===== src/rtl/pixel_stream_avg_if.sv =====
// Pixel-stream averager bus: the framed input stream (valid/ready/last)
// and the averaged-result channel (valid/ready plus count and overflow).
//   slave  modport : the averaging engine
//   master modport : the pixel source / result consumer
// Pixel packing: channel 0 occupies the MSBs [PIX_W-1 -: CH_W].
interface pixel_stream_avg_if #(
    parameter int NUM_CH = 3,
    parameter int CH_W   = 8,
    parameter int CNT_W  = 20
);
    localparam int PIX_W = NUM_CH * CH_W;

    logic             pixel_valid;
    logic             pixel_ready;
    logic [PIX_W-1:0] pixel_input;
    logic             pixel_last;
    logic [PIX_W-1:0] avg_pixel;
    logic             avg_valid;
    logic             avg_ready;
    logic [CNT_W-1:0] pixel_count;
    logic             overflow;

    modport slave (
        input  pixel_valid, pixel_input, pixel_last, avg_ready,
        output pixel_ready, avg_pixel, avg_valid, pixel_count, overflow
    );

    modport master (
        output pixel_valid, pixel_input, pixel_last, avg_ready,
        input  pixel_ready, avg_pixel, avg_valid, pixel_count, overflow
    );
endinterface


===== src/rtl/pixel_stream_avg.sv =====
// Streaming per-channel mean engine.
// Accumulates a framed pixel stream into per-channel sums and a pixel count,
// divides each sum by the count with a restoring divider (one quotient bit
// per cycle, ACC_W cycles), and presents the averaged pixel with backpressure.
// Ports:
//   clk   : rising-edge clock
//   reset : synchronous, active-high reset (aborts any frame in progress)
//   bus   : pixel_stream_avg_if.slave (pixel_* input stream, avg_* result,
//           pixel_count, overflow)
// Optional build macro PIXEL_AVG_ROUND_EN: adds floor(count/2) to each
// dividend for round-half-up; undefined gives a floor average.
module pixel_stream_avg #(
    parameter int NUM_CH = 3,
    parameter int CH_W   = 8,
    parameter int CNT_W  = 20
) (
    input  logic                 clk,
    input  logic                 reset,
    pixel_stream_avg_if.slave    bus
);
    localparam int PIX_W     = NUM_CH * CH_W;
    localparam int ACC_W     = CH_W + CNT_W;
    localparam int DIV_CNT_W = $clog2(ACC_W + 1);

    typedef enum logic [1:0] {IDLE, ACCUM, DIVIDE, DONE} state_t;

    state_t               state;
    logic [ACC_W-1:0]     acc [NUM_CH];   // running sum, then dividend/quotient shift register
    logic [CNT_W-1:0]     rem [NUM_CH];   // partial remainder, always < count
    logic [CNT_W-1:0]     count;
    logic                 ovf_int;
    logic [DIV_CNT_W-1:0] div_cnt;

    logic                 accept;
    logic                 max_hit;
    logic                 to_divide;
    logic [CNT_W-1:0]     count_next;
    logic [ACC_W-1:0]     sum_next  [NUM_CH];
    logic [ACC_W-1:0]     dividend  [NUM_CH];
    logic [ACC_W-1:0]     acc_step  [NUM_CH];
    logic [CNT_W-1:0]     rem_step  [NUM_CH];
    logic [CNT_W:0]       trial     [NUM_CH];
    logic [PIX_W-1:0]     quotient;

    assign accept    = bus.pixel_valid && bus.pixel_ready;
    assign max_hit   = (state == ACCUM) && (count_next == {CNT_W{1'b1}});
    assign to_divide = bus.pixel_last || max_hit;

    // NOTE: every combinational output gets a default at the top of the block
    // so no path leaves it unassigned, which would infer a latch.
    always_comb begin
        count_next = (state == IDLE) ? CNT_W'(1) : count + 1'b1;
        quotient   = '0;
        for (int c = 0; c < NUM_CH; c++) begin
            sum_next[c] = ACC_W'(bus.pixel_input[PIX_W-1-c*CH_W -: CH_W]);
            if (state != IDLE) begin
                sum_next[c] = sum_next[c] + acc[c];
            end
`ifdef PIXEL_AVG_ROUND_EN
            dividend[c] = sum_next[c] + ACC_W'(count_next >> 1);
`else
            dividend[c] = sum_next[c];
`endif
            // Shift the next dividend bit into the remainder; subtract the
            // divisor when it fits and shift the quotient bit in at the LSB.
            trial[c] = {rem[c], acc[c][ACC_W-1]};
            if (trial[c] >= {1'b0, count}) begin
                rem_step[c] = CNT_W'(trial[c] - {1'b0, count});
                acc_step[c] = {acc[c][ACC_W-2:0], 1'b1};
            end else begin
                rem_step[c] = trial[c][CNT_W-1:0];
                acc_step[c] = {acc[c][ACC_W-2:0], 1'b0};
            end
            // Sum never exceeds count*(2^CH_W-1), so the quotient fits CH_W bits.
            quotient[PIX_W-1-c*CH_W -: CH_W] = acc[c][CH_W-1:0];
        end
    end

    // NOTE: all state is assigned with non-blocking <= so every register
    // samples the pre-edge values, independent of statement order.
    always_ff @(posedge clk) begin
        if (reset) begin
            state           <= IDLE;
            bus.pixel_ready <= 1'b1;
            bus.avg_valid   <= 1'b0;
            bus.avg_pixel   <= '0;
            bus.pixel_count <= '0;
            bus.overflow    <= 1'b0;
            count           <= '0;
            ovf_int         <= 1'b0;
            div_cnt         <= '0;
            for (int c = 0; c < NUM_CH; c++) begin
                acc[c] <= '0;
                rem[c] <= '0;
            end
        end else begin
            case (state)
                IDLE, ACCUM: begin
                    if (accept) begin
                        count   <= count_next;
                        ovf_int <= max_hit;
                        div_cnt <= '0;
                        for (int c = 0; c < NUM_CH; c++) begin
                            acc[c] <= to_divide ? dividend[c] : sum_next[c];
                            rem[c] <= '0;
                        end
                        if (to_divide) begin
                            state           <= DIVIDE;
                            bus.pixel_ready <= 1'b0;
                        end else begin
                            state <= ACCUM;
                        end
                    end
                end
                DIVIDE: begin
                    if (div_cnt == DIV_CNT_W'(ACC_W)) begin
                        state           <= DONE;
                        bus.avg_valid   <= 1'b1;
                        bus.avg_pixel   <= quotient;
                        bus.pixel_count <= count;
                        bus.overflow    <= ovf_int;
                    end else begin
                        div_cnt <= div_cnt + 1'b1;
                        for (int c = 0; c < NUM_CH; c++) begin
                            acc[c] <= acc_step[c];
                            rem[c] <= rem_step[c];
                        end
                    end
                end
                DONE: begin
                    // Result handshake only; a waiting beat is taken in IDLE.
                    if (bus.avg_ready) begin
                        state           <= IDLE;
                        bus.avg_valid   <= 1'b0;
                        bus.pixel_ready <= 1'b1;
                    end
                end
                default: state <= IDLE;
            endcase
        end
    end
endmodule


===== src/flat_wrapper.sv =====
// flat-port wrapper written by rule: the top's interface ports become plain ports
module pixel_stream_avg_flat 
#(
    parameter int NUM_CH = 3,
    parameter int CH_W   = 8,
    parameter int CNT_W  = 20
)
  (clk, reset, bus_pixel_valid, bus_pixel_input, bus_pixel_last, bus_avg_ready, bus_pixel_ready, bus_avg_pixel, bus_avg_valid, bus_pixel_count, bus_overflow);
  pixel_stream_avg_if #(.NUM_CH(NUM_CH), .CH_W(CH_W), .CNT_W(CNT_W)) bus_i ();
  input  logic clk;
  input  logic reset;
  input wire logic [$bits(bus_i.pixel_valid)-1:0] bus_pixel_valid;
  input wire logic [$bits(bus_i.pixel_input)-1:0] bus_pixel_input;
  input wire logic [$bits(bus_i.pixel_last)-1:0] bus_pixel_last;
  input wire logic [$bits(bus_i.avg_ready)-1:0] bus_avg_ready;
  output wire logic [$bits(bus_i.pixel_ready)-1:0] bus_pixel_ready;
  output wire logic [$bits(bus_i.avg_pixel)-1:0] bus_avg_pixel;
  output wire logic [$bits(bus_i.avg_valid)-1:0] bus_avg_valid;
  output wire logic [$bits(bus_i.pixel_count)-1:0] bus_pixel_count;
  output wire logic [$bits(bus_i.overflow)-1:0] bus_overflow;
  assign bus_i.pixel_valid = bus_pixel_valid;
  assign bus_i.pixel_input = bus_pixel_input;
  assign bus_i.pixel_last = bus_pixel_last;
  assign bus_i.avg_ready = bus_avg_ready;
  assign bus_pixel_ready = bus_i.pixel_ready;
  assign bus_avg_pixel = bus_i.avg_pixel;
  assign bus_avg_valid = bus_i.avg_valid;
  assign bus_pixel_count = bus_i.pixel_count;
  assign bus_overflow = bus_i.overflow;
  pixel_stream_avg #(.NUM_CH(NUM_CH), .CH_W(CH_W), .CNT_W(CNT_W)) u_core (.clk(clk), .reset(reset), .bus(bus_i));
endmodule

===== config.mk =====
export PLATFORM = sky130hd
export DESIGN_NAME = pixel_stream_avg_flat
export DESIGN_NICKNAME = d
export VERILOG_FILES = /design/src/rtl/pixel_stream_avg_if.sv /design/src/rtl/pixel_stream_avg.sv /design/src/flat_wrapper.sv
export SDC_FILE = /design/constraint.sdc
export NUM_CORES = 1
export LEC_CHECK = 0
export CAP_MARGIN = 20
export CORE_AREA = 8 8 203 205
export CTS_BUF_LIST = sky130_fd_sc_hd__clkbuf_8
export DETAILED_ROUTE_END_ITERATION = 10
export DIE_AREA = 0 0 211 213
export PLACE_DENSITY_LB_ADDON = 0.15
export SETUP_SLACK_MARGIN = 0.1
export SYNTH_ARGS = -nofsm -noshare
export SYNTH_HDL_FRONTEND = slang
export SYNTH_SLANG_ARGS = --single-unit

===== constraint.sdc =====
create_clock -name clk -period 7.14 [get_ports clk]
set_input_delay 2.142 -clock clk [delete_from_list [all_inputs] [get_ports clk]]
set_output_delay 2.142 -clock clk [all_outputs]
set_load 0.005 [all_outputs]

## Yosys cells after proc, flatten, opt, wreduce, memory -nomap -nowiden

Memories as Yosys holds them, arrays and structs flattened.
Cells that the tools add are included.

| storage, ports and cells | value |
|---|---|
| register bits after elaboration | 75 |
| bits in latches | 0 |
| RAM bits | 144 |
| memory bits (read-only) | 0 |
| input bits | 29 |
| output and inout bits | 47 |
| logic and storage cells | 106 |
| memories kept | 2 |

Memories:

| memory | words | width | rd ports | clocked after memory_dff | write ports | RTL line | source |
|---|---|---|---|---|---|---|---|
| u_core.acc | 3 | 28 | 3 | 0 | 3 | pixel_stream_avg.sv:28 | `logic [ACC_W-1:0] acc [NUM_CH];` |
| u_core.rem | 3 | 20 | 3 | 0 | 3 | pixel_stream_avg.sv:29 | `logic [CNT_W-1:0] rem [NUM_CH];` |

| cells by class | value |
|---|---|
| add/sub/neg operators | 8 |
| multipliers | 0 |
| div/mod/pow operators | 0 |
| magnitude comparators | 3 |
| equal/unequal tests | 10 |
| shifts and indexed selects | 0 |
| multiplexer cells | 47 |
| bitwise gates (word level) | 12 |
| reduce and logical (&&, ||, !) cells | 15 |

Operators by type and width:

| kind | count |
|---|---|
| 28-bit two-way mux | 9 |
| 20-bit two-way mux | 10 |
| 8-bit by 28-bit adder with 28-bit output | 3 |
| 21-bit by 20-bit greater-or-equal comparator with 1-bit output | 3 |
| 20-bit subtractor | 3 |
| 20-bit by 1-bit adder with 20-bit output (second input constant) | 1 |
| 20-bit equality test (second input constant) | 1 |
| 1-bit two-way mux | 18 |
| 1-bit OR | 12 |
| 5-bit two-way mux | 2 |
| 5-bit case mux with 2 select lines | 1 |
| 3-bit AND reduction | 3 |
| 2-bit two-way mux | 4 |
| 2-bit nonzero test | 4 |
| 2-bit by 1-bit inequality test with 1-bit output (second input constant) | 3 |
| 2-bit case mux with 3 select lines | 1 |
| 5-bit by 1-bit adder with 5-bit output (second input constant) | 1 |
| 5-bit equality test (second input constant) | 1 |
| 2-bit equality test (second input constant) | 2 |
| 2-bit inequality test (second input constant) | 2 |
| 1-bit case mux with 2 select lines | 2 |
| 2-bit AND reduction | 2 |
| 4-bit AND reduction | 1 |
| 2-bit by 1-bit equality test with 1-bit output (second input constant) | 1 |
| other kinds (4) | 5 |

## Depth between registers and ports, before layout

Gate-level depths: netlist (run 1).

| logic depth | value |
|---|---|
| depth in word-level cells | 8 |
| depth in mapped cells | 13 |
| gate-level depth less buffers | 12 |

## Least setup slack after synthesis (run 1)

No wires, ideal clock.

| timing path | value |
|---|---|
| kind | input port to flip-flop |
| start | input bus_pixel_valid |
| end | memory u_core.acc[0][0] (netlist name) (enable) |
| library setup time | 1.221 ns |
| arrival | 4.959 ns |
| required time | 5.919 ns |
| path slack | 0.960 ns |
| cell stages on the path | 4 |
| buffers on the path | 0 |
| cells stage by stage | nand2_1 nor2_1 nor2_1 nand2_1 |

RTL lines:

| item | RTL line | source |
|---|---|---|
| start, declared | flat_wrapper.sv:12 | `input wire logic [$bits(bus_i.pixel_valid)-1:0] bus_pixel_valid;` |
| end, declared | pixel_stream_avg.sv:28 |  |

==> results of run 1 <==
-- worst max-delay path: cells and delay by family --
kind            cells  cell delay (ns)
simple gates        1             0.16
compound gates      7             1.66
fa+ha+maj           2             0.65
buf+inv             1             0.43
xor+xnor            1             0.17
-- kinds of logic (layout without fill, tap and decap cells) --
family	count (synthesis)	in the layout	synth area share
AOI/OAI and AO/OA	424	424	0.180
xor gates and xnor gates	116	116	0.0699
adders and majority gates	93	93	0.0831
buffers and inverters	135	231	0.0416
DFF	219	219	0.401
muxes	36	36	0.0251
and+or+nand+nor	619	619	0.200
-- layer usage --
metal	share of wire	up-vias
met1	0.47	5773
met2	0.46	217
met4	0.026	0
li1	-	6077
met5	0	-
met3	0.047	68
-- registers in the layout (all words and copies together), names as in the netlist, 2 cells and up --
signal	cells
u_core.acc	84
u_core.bus.avg_pixel	24
u_core.bus.pixel_count	20
u_core.count	20
u_core.div_cnt	5
u_core.rem	60
u_core.state	2
-- cells in the final DEF, fill, tap and decap left out, types with 6 or more instances in the layout --
cell,Yosys,layout
nor3_1,30,30
nand3_1,67,67
ha_1,87,87
buf_4,7,15
nand4_1,27,27
nor4_1,6,6
a32o_1,10,10
and4_1,7,7
o21ai_0,134,134
nor2b_1,15,15
clkdlybuf4s50_1,0,74
o21a_1,9,9
xor2_1,40,40
a211oi_1,18,18
and3_1,21,21
a21oi_1,137,137
edfxtp_1,144,144
and2_1,14,13
nand2_1,260,258
nor2_1,123,121
mux2i_1,32,32
a21o_1,29,29
clkbuf_8,0,53
dfxtp_1,75,75
o31ai_1,13,13
or3_1,9,9
fa_1,6,6
xnor2_1,76,76
o21bai_1,8,8
or2_2,10,10
inv_1,62,77
-- stage by stage --
| step | util | std cells |
|---|---|---|
| after global routing | 0.437 | 2256 |
| after global placement | 0.413 | 2178 |
| after CTS | 0.437 | 2256 |
| final | 0.437 | 2256 |
| after detailed placement | 0.413 | 2178 |
| after floorplan | - | 1642 |
-- power breakdown --
group	leakage (nW)	internal [mW]	switching, mW
Sequential	2.19	1.46	0.0889
Combinational	3.37	0.381	0.518
Clock	0.532	0.780	0.588
Total	6.09	2.62	1.19
-- worst max path at each step --
stage,cells after the start,start,endpoint
floorplan,4,bus_pixel_valid,u_core.acc[0][0]
global placement,12,bus_pixel_input[8],u_core.acc[0][44]
detailed placement,12,bus_pixel_input[8],u_core.acc[0][50]
CTS,12,bus_pixel_input[8],u_core.acc[0][50]
global route,12,bus_pixel_input[8],u_core.acc[0][40]
finish,12,bus_pixel_input[8],u_core.acc[0][50]
-- area by class of cell --
cell class | count | area (sq um)
clock buffer | 53 | 729
clock inverter | 25 | 189
fill | 3792 | 21500
inverter | 62 | 233
multi-input combinational | 1288 | 8140
sequential | 219 | 5830
tap | 518 | 648
timing repair buffer | 91 | 878
==> impl_metrics.json, run 1 <==
{
  "ys_ff_latch": 219,
  "clockBufferDepth": 3,
  "critical_path.max_stage_delay_ns": 0.75,
  "holdWs_ns": 0.456,
  "min_from": "u_core.bus.avg_pixel[20]",
  "rr_endpoint": "u_core.rem[0][25]",
  "clock_skew_ns": 0.0285,
  "cts_tree": "done",
  "crit_fanout": 11,
  "track_usage": 0.174,
  "holdPathEnd": "u_core.bus.avg_pixel[20]",
  "postSynthCellCount": 1642,
  "drtIter0Drc": 747,
  "synth_nets": 1764,
  "min_period_ns": 4.91,
  "yosys-top-cells-area": "edfxtp_1, dfxtp_1, ha_1",
  "nNetsFinal": 1826,
  "route.detailed.drc": 0,
  "start_kind": "input port",
  "setup_viol": 0,
  "cts_htree_levels": 2,
  "use_met2": 0.282,
  "rsz0062_at_grt": "false",
  "synth_ff_type": "edfxtp_1",
  "critPathSlowestCell": "a21oi_1",
  "rr_worst_depth": 12,
  "grtUsageMet1": 0.229,
  "crit_path_end_kind": "flip-flop",
  "n_antenna_cell": 0,
  "drive_above_1_share": 0.0736,
  "crit_arrival_ns": 5.23,
  "die_w_microns": 211,
  "tightest_slew_ns": 1.03,
  "place_area_sq_mm": 0.0157,
  "synth-seq-area-share": 0.401,
  "setup_ws_ns": 2.23,
  "power_density_mw_per_mm2": 229,
  "hold_buffers": 0,
  "cts_root_buffer": "clkbuf_8",
  "holdCritPathClass": "flip-flop to flip-flop",
  "cts_setup_buffers": 0,
  "cts_resized": 0,
  "synth_top_area_frac": 0.297,
  "crit_type": "input port to flip-flop",
  "total_power_mw": 3.81,
  "grt-ovfl-total": 0,
  "grt_start_max_net_pins": 94,
  "grt_pass1_vias": 12025,
  "clock_sinks": 219,
  "status": "finished clean",
  "cpMostUsedCell": "a21oi_1",
  "routedWlPerCell_microns": 17.4,
  "finalCritPeriodShare": 0.688,
  "clkTransAtPathRegs_ns": 0.06,
  "setup_tns_ns": 0,
  "max_slew_margin": 0.313,
  "first_pass_iters": 5,
  "clock_latency_ns": 0.58,
  "coreArea_sq_mm": 0.0381,
  "antenna_found_initial": 0,
  "synth_area_sq_mm": 0.0145,
  "async_flop_share": 0,
  "final_cell_area_sq_mm": 0.0166,
  "die-area_sq_mm": 0.0449,
  "yosysUniqueCellTypes": 81,
  "die_h_microns": 213,
  "drtAntennaViolNets": 0,
  "peakVddDrop_uv": 157,
  "maxCapViolations": 0,
  "syn_to_final_growth_pct": 14.4,
  "initial_core_util": 0.382,
  "drt_wl_total_mm": 39.4,
  "num_rows": 72,
  "place_ws_ns": 1.65,
  "grt_busiest_layer": "met2",
  "num_vias": 12135,
  "reg2reg_setup_slack_ns": 2.82,
  "cts_made_buffers": 42,
  "routabilityCongestion": 0.829,
  "netlist_top_cells_count": "nand2_1, edfxtp_1, a21oi_1",
  "grtUsageMet3": 0.0348,
  "drv_slew": 0,
  "synth_most_common_cell": "nand2_1",
  "grt_pass1_wl_mm": 63.7,
  "min_delay_path_depth": 2,
  "fmax_ghz": 0.204,
  "vias_per_cell": 5.38,
  "portBuffers": 75,
  "r2r-start": "u_core.count[1]",
  "worstPathCellList": "clkdlybuf4s50_1, ha_1, fa_1, a21o_1, a21oi_1, o21bai_1, a21oi_1, o21bai_1, a21oi_1, nor4b_1, xnor2_1, o21ai_0",
  "dp_hpwl_mm": 26.6,
  "ys.warnings.count": 0,
  "io_pins": 76,
  "worst_ep_required_time_ns": 7.45,
  "leakage_nw": 6.09,
  "synth_edf_count": 144,
  "syn_avg_cell_area_sq_um": 8.86,
  "synth.largest_area_cell": "edfxtp_1",
  "finalHoldViolCount": 0
}
No activity file was read; power rests on OpenSTA's default activity.
==> run 2: changes to the inputs <==
==> constraint.sdc (replaced) <==
create_clock -name clk -period 4.4 [get_ports clk]
set_input_delay 1.32 -clock clk [delete_from_list [all_inputs] [get_ports clk]]
set_output_delay 1.32 -clock clk [all_outputs]
set_load 0.005 [all_outputs]
==> impl_metrics.json, run 2 (synthesis results as in run 1) <==
{
  "num-fill-cells": 3753,
  "worstPathCellList": "clkdlybuf4s50_1, ha_1, inv_1, fa_1, nor2b_1, o21ai_1, a21oi_1, o21ai_0, a21boi_1, o21ai_2, a2111oi_0, buf_4, xnor2_1, o21ai_0",
  "coreArea_sq_mm": 0.0381,
  "cts_root_buffer": "clkbuf_8",
  "clock_sinks": 219,
  "start_kind": "input port",
  "min_delay_path_depth": 2,
  "holdCritPathClass": "flip-flop to flip-flop",
  "finalHoldViolCount": 0,
  "drt_wl_total_mm": 39.9,
  "status": "finished clean",
  "die_w_microns": 211,
  "leakage_nw": 6.23,
  "grt_start_max_net_pins": 71,
  "grt_pass1_wl_mm": 65.2,
  "initial_core_util": 0.382,
  "grt-ovfl-total": 0,
  "clkTransAtPathRegs_ns": 0.06,
  "peakVddDrop_uv": 201,
  "num_rows": 72,
  "fmax_ghz": 0.259,
  "io_pins": 76,
  "cts_tree": "done",
  "max_slew_margin": 0.342,
  "worst_ep_required_time_ns": 4.70,
  "dp_hpwl_mm": 27.4,
  "setup_viol": 0,
  "cts_resized": 0,
  "die_h_microns": 213,
  "drtIter0Drc": 675,
  "nNetsFinal": 1854,
  "routabilityCongestion": 0.840,
  "largest_reg_flops": 84,
  "route.detailed.drc": 0,
  "cts_htree_levels": 2,
  "drive_above_1_share": 0.0884,
  "total_power_mw": 6.22,
  "cp_top_family": "compound AO/OA/AOI/OAI gates",
  "track_usage": 0.177,
  "syn_to_final_growth_pct": 16.2,
  "r2r-start": "u_core.count[4]",
  "clock_skew_ns": 0.0374,
  "cts_setup_buffers": 0,
  "num_vias": 12133,
  "min_from": "u_core.bus.avg_pixel[20]",
  "crit_fanout": 5,
  "regMostFlops": "u_core.acc",
  "hold_buffers": 0,
  "drv_slew": 0,
  "cts_made_buffers": 43,
  "portBuffers": 75,
  "n_antenna_cell": 0,
  "startpoint": "bus_pixel_input[0]",
  "routedWlPerCell_microns": 17.5,
  "reg_top3": "u_core.acc x84, u_core.rem x60, u_core.bus.avg_pixel x24",
  "rsz0062_at_grt": "false",
  "clockBufferDepth": 3,
  "critical_path.max_stage_delay_ns": 0.49,
  "holdWs_ns": 0.454,
  "rr_endpoint": "u_core.rem[0][23]",
  "mostFrequentLayoutCell": "nand2_1",
  "layout_common_cells": "nand2_1, edfxtp_1, a21oi_1, o21ai_0, nor2_1",
  "min_period_ns": 3.85,
  "crit_arrival_ns": 4.15,
  "cp_num_buf_inv": 3,
  "vias_per_cell": 5.31,
  "reg2reg_setup_slack_ns": 0.66,
  "utilization": 0.443,
  "finalCritPeriodShare": 0.876,
  "cpMostUsedCell": "o21ai_0",
  "antenna_found_initial": 0,
  "crit_path_end_kind": "flip-flop",
  "tightest_slew_ns": 0.986,
  "maxCapViolations": 0,
  "rr_worst_depth": 12,
  "first_pass_iters": 5,
  "die-area_sq_mm": 0.0449,
  "grt_pass1_vias": 12254,
  "holdPathEnd": "u_core.bus.avg_pixel[20]",
  "crit_type": "input port to flip-flop",
  "clock_latency_ns": 0.58,
  "drtAntennaViolNets": 0,
  "critPathSlowestCell": "clkdlybuf4s50_1",
  "power_density_mw_per_mm2": 368
}
-- run 2: changes by cell type in the layout (fill, tap and decap cells not counted), sizes merged --
cell and change:
buf +27, clkbuf +3, inv -2, bufinv -1, clkinv -1, clkinvlp +1
-- run 2: final cells by class --
| cell class | count | area, sq um | share of cell area |
|---|---|---|---|
| clock buffers | 56 | 771 | 0.0456 |
| multi-input cells | 1288 | 8150 | 0.482 |
| repair buffers | 118 | 1120 | 0.0662 |
| flip-flops and latches | 219 | 5830 | 0.345 |
| well taps | 518 | 648 | 0.0384 |
| clock inverters | 22 | 151 | 0.00896 |
| inverters | 62 | 233 | 0.0138 |
-- run 2: worst max-delay path by stage --
stage,to,slack (ns),cells after the start
final,u_core.acc[0][82],0.55,14
after CTS,u_core.acc[0][82],0.57,14
after detailed placement,u_core.acc[0][82],-0.03,14
after global placement,u_core.acc[0][82],-0.04,14
after floorplan,u_core.acc[0][0],0.43,4
after global routing,u_core.acc[0][80],0.23,13
-- run 2: routing by layer --
layer  share of wire  up-vias  wire length [microns]  GRT usage
met4           0.029        0                   1170     0.0647
li1                -     6125                      -          -
met5               0        -                      0          0
met2            0.46      183                  18300      0.288
met1            0.47     5755                  18700      0.232
met3           0.040       70                   1600     0.0360
-- run 2: worst reg2reg max path, stage by stage, from the launching register on --
cell and delay, ns:
dfxtp_1 0.48, inv_1 0.27, ha_1 0.43, a21o_1 0.18
a21oi_1 0.14, nor2b_1 0.09, o31ai_1 0.40, nand2_1 0.17
a41oi_2 0.34, and2_1 0.43, buf_4 0.29, mux2i_1 0.22
nor2_1 0.05
-- run 2: where the power goes --
part | total, mW | switching [mW] | leakage (nW) | internal, mW
logic | 1.50 | 0.849 | 3.52 | 0.651
clock network | 2.21 | 0.954 | 0.527 | 1.26
registers | 2.51 | 0.139 | 2.19 | 2.37
-- run 2: metrics by stage --
step                TNS (ns)  setup slack, ns  cells  instance area (sq um)
floorplan                  0            0.426   1642                  14500
global placement     -0.0558          -0.0384   2205                  16000
detailed placement   -0.0320          -0.0320   2205                  16000
CTS                        0            0.567   2283                  16900
global route               0            0.227   2283                  16900
finish                     0            0.546   2283                  16900
==> run 3: changes to the inputs <==
--- a/config.mk
+++ b/config.mk
@@ -11,7 +11,7 @@
 export DETAILED_ROUTE_END_ITERATION = 10
 export DIE_AREA = 0 0 211 213
 export PLACE_DENSITY_LB_ADDON = 0.15
-export SETUP_SLACK_MARGIN = 0.1
+export SETUP_SLACK_MARGIN = 0.4
 export SYNTH_ARGS = -nofsm -noshare
 export SYNTH_HDL_FRONTEND = slang
 export SYNTH_SLANG_ARGS = --single-unit
==> impl_metrics.json, run 3 (synthesis results as in run 1) <==
{
  "cts_tree": "done",
  "fin_cells": 2283,
  "clockBufferDepth": 3,
  "clock_power_share": 0.355,
  "dp_hpwl_mm": 27.4,
  "maxCapViolations": 0,
  "setup_viol": 0,
  "clock_latency_ns": 0.58,
  "min_delay_path_depth": 2,
  "layout_common_cells": "nand2_1, edfxtp_1, a21oi_1, o21ai_0, nor2_1",
  "grt_pass1_wl_mm": 65.2,
  "hold_buffers": 0,
  "grt_start_max_net_pins": 71,
  "crit_arrival_ns": 4.05,
  "leakage_nw": 6.23,
  "place_area_sq_mm": 0.0160,
  "drt_wl_total_mm": 39.9,
  "rsz0062_at_grt": "false",
  "drive_above_1_share": 0.0918,
  "route.detailed.drc": 0,
  "start_kind": "input port",
  "clkTransAtPathRegs_ns": 0.06,
  "clock_skew_ns": 0.0369,
  "die_w_microns": 211,
  "crit_type": "input port to flip-flop",
  "final_cell_area_sq_mm": 0.0169,
  "n_antenna_cell": 0,
  "p_comb_frac": 0.242,
  "reg_top3": "u_core.acc x84, u_core.rem x60, u_core.bus.avg_pixel x24",
  "min_period_ns": 3.75,
  "num_rows": 72,
  "num_vias": 12135,
  "coreArea_sq_mm": 0.0381,
  "p_switching_mw": 1.94,
  "syn_to_final_growth_pct": 16.4,
  "utilization": 0.444,
  "power_density_mw_per_mm2": 368,
  "nNetsFinal": 1854,
  "drtAntennaViolNets": 0,
  "power_frac_seq": 0.403,
  "grt_pass1_vias": 12254,
  "regMostFlops": "u_core.acc",
  "first_pass_iters": 5,
  "total_power_mw": 6.22,
  "grt-ovfl-total": 0,
  "die-area_sq_mm": 0.0449,
  "largest_reg_flops": 84,
  "cts_made_buffers": 43,
  "drtIter0Drc": 691,
  "routabilityCongestion": 0.840,
  "worst_ep_required_time_ns": 4.70,
  "status": "finished clean",
  "cts_resized": 0,
  "routedWlPerCell_microns": 17.5,
  "clock_sinks": 219,
  "vias_per_cell": 5.32,
  "antenna_found_initial": 0,
  "track_usage": 0.177,
  "die_h_microns": 213,
  "crit_fanout": 5,
  "setup_tns_ns": 0,
  "finalCritPeriodShare": 0.852,
  "dp_cells": 2205,
  "p_int_mw": 4.28,
  "crit_path_end_kind": "flip-flop",
  "swShare": 0.312,
  "num-fill-cells": 3754,
  "mostFrequentLayoutCell": "nand2_1",
  "cts_htree_levels": 2,
  "holdCritPathClass": "flip-flop to flip-flop",
  "drv_slew": 0,
  "max_slew_margin": 0.340,
  "fmax_ghz": 0.267,
  "cts_setup_buffers": 0,
  "cts_root_buffer": "clkbuf_8",
  "peakVddDrop_uv": 201,
  "io_pins": 76,
  "initial_core_util": 0.382,
  "finalHoldViolCount": 0,
  "portBuffers": 75,
  "tightest_slew_ns": 0.990,
  "rr_worst_depth": 12
}
-- run 3: changes by cell type in the layout (fill, tap and decap cells not counted) --
cell	previous run	this run
a211oi_1	18	17
a2111oi_0	5	2
and2_2	2	3
and2_1	13	12
a21oi_2	2	3
a21oi_1	137	136
a211oi_2	0	1
a2111oi_2	0	3
-- run 3: power by group through the flow --
stage | Clock, mW | Sequential (mW) | Combinational (mW)
CTS | 2.28 | 2.51 | 1.51
global route | 2.37 | 2.53 | 1.69
floorplan | 0 | 2.50 | 1.17
finish | 2.21 | 2.51 | 1.50
global placement | 0 | 2.55 | 1.49
detailed placement | 0 | 2.55 | 1.50
-- run 3: cell type report --
type / count / area, sq um / area share
tap: 518 / 648 / 0.0383
timing repair buffer: 118 / 1120 / 0.0661
sequential: 219 / 5830 / 0.344
clock buffer: 56 / 771 / 0.0455
inverter: 62 / 233 / 0.0138
multi-input combinational: 1288 / 8180 / 0.483
clock inverter: 22 / 151 / 0.00895
-- run 3: path summary, 6_finish.rpt --
check	endpoint	slack, ns	from
max	u_core.acc[0][82]	0.65	bus_pixel_input[0]
min	u_core.bus.avg_pixel[20]	0.45	u_core.bus.avg_pixel[20]
max reg2reg	u_core.rem[0][23]	0.81	u_core.count[4]
min reg2reg	u_core.bus.avg_pixel[20]	0.45	u_core.bus.avg_pixel[20]
-- run 3: critical path, cell delays in order --
cell,delay [ns]
clkdlybuf4s50_1,0.49
ha_1,0.18
inv_1,0.06
fa_1,0.39
nor2b_1,0.18
o21ai_1,0.11
a21oi_2,0.15
o21ai_0,0.10
a21boi_1,0.20
o21ai_2,0.15
a2111oi_2,0.38
buf_4,0.17
xnor2_1,0.10
o21ai_0,0.08
-- run 3: stage by stage --
step,hold slack (ns),worst slack [ns]
floorplan,0.432,0.426
global placement,0.444,-0.0384
detailed placement,0.447,-0.0320
CTS,0.455,0.567
global route,0.471,0.409
finish,0.454,0.651
-- run 3: routing by layer --
metal	global-route usage	up-vias	routed length, microns
met3	0.0360	70	1620
met1	0.232	5759	18700
met2	0.288	181	18300
met4	0.0647	0	1170
li1	-	6125	-
met5	0	-	0
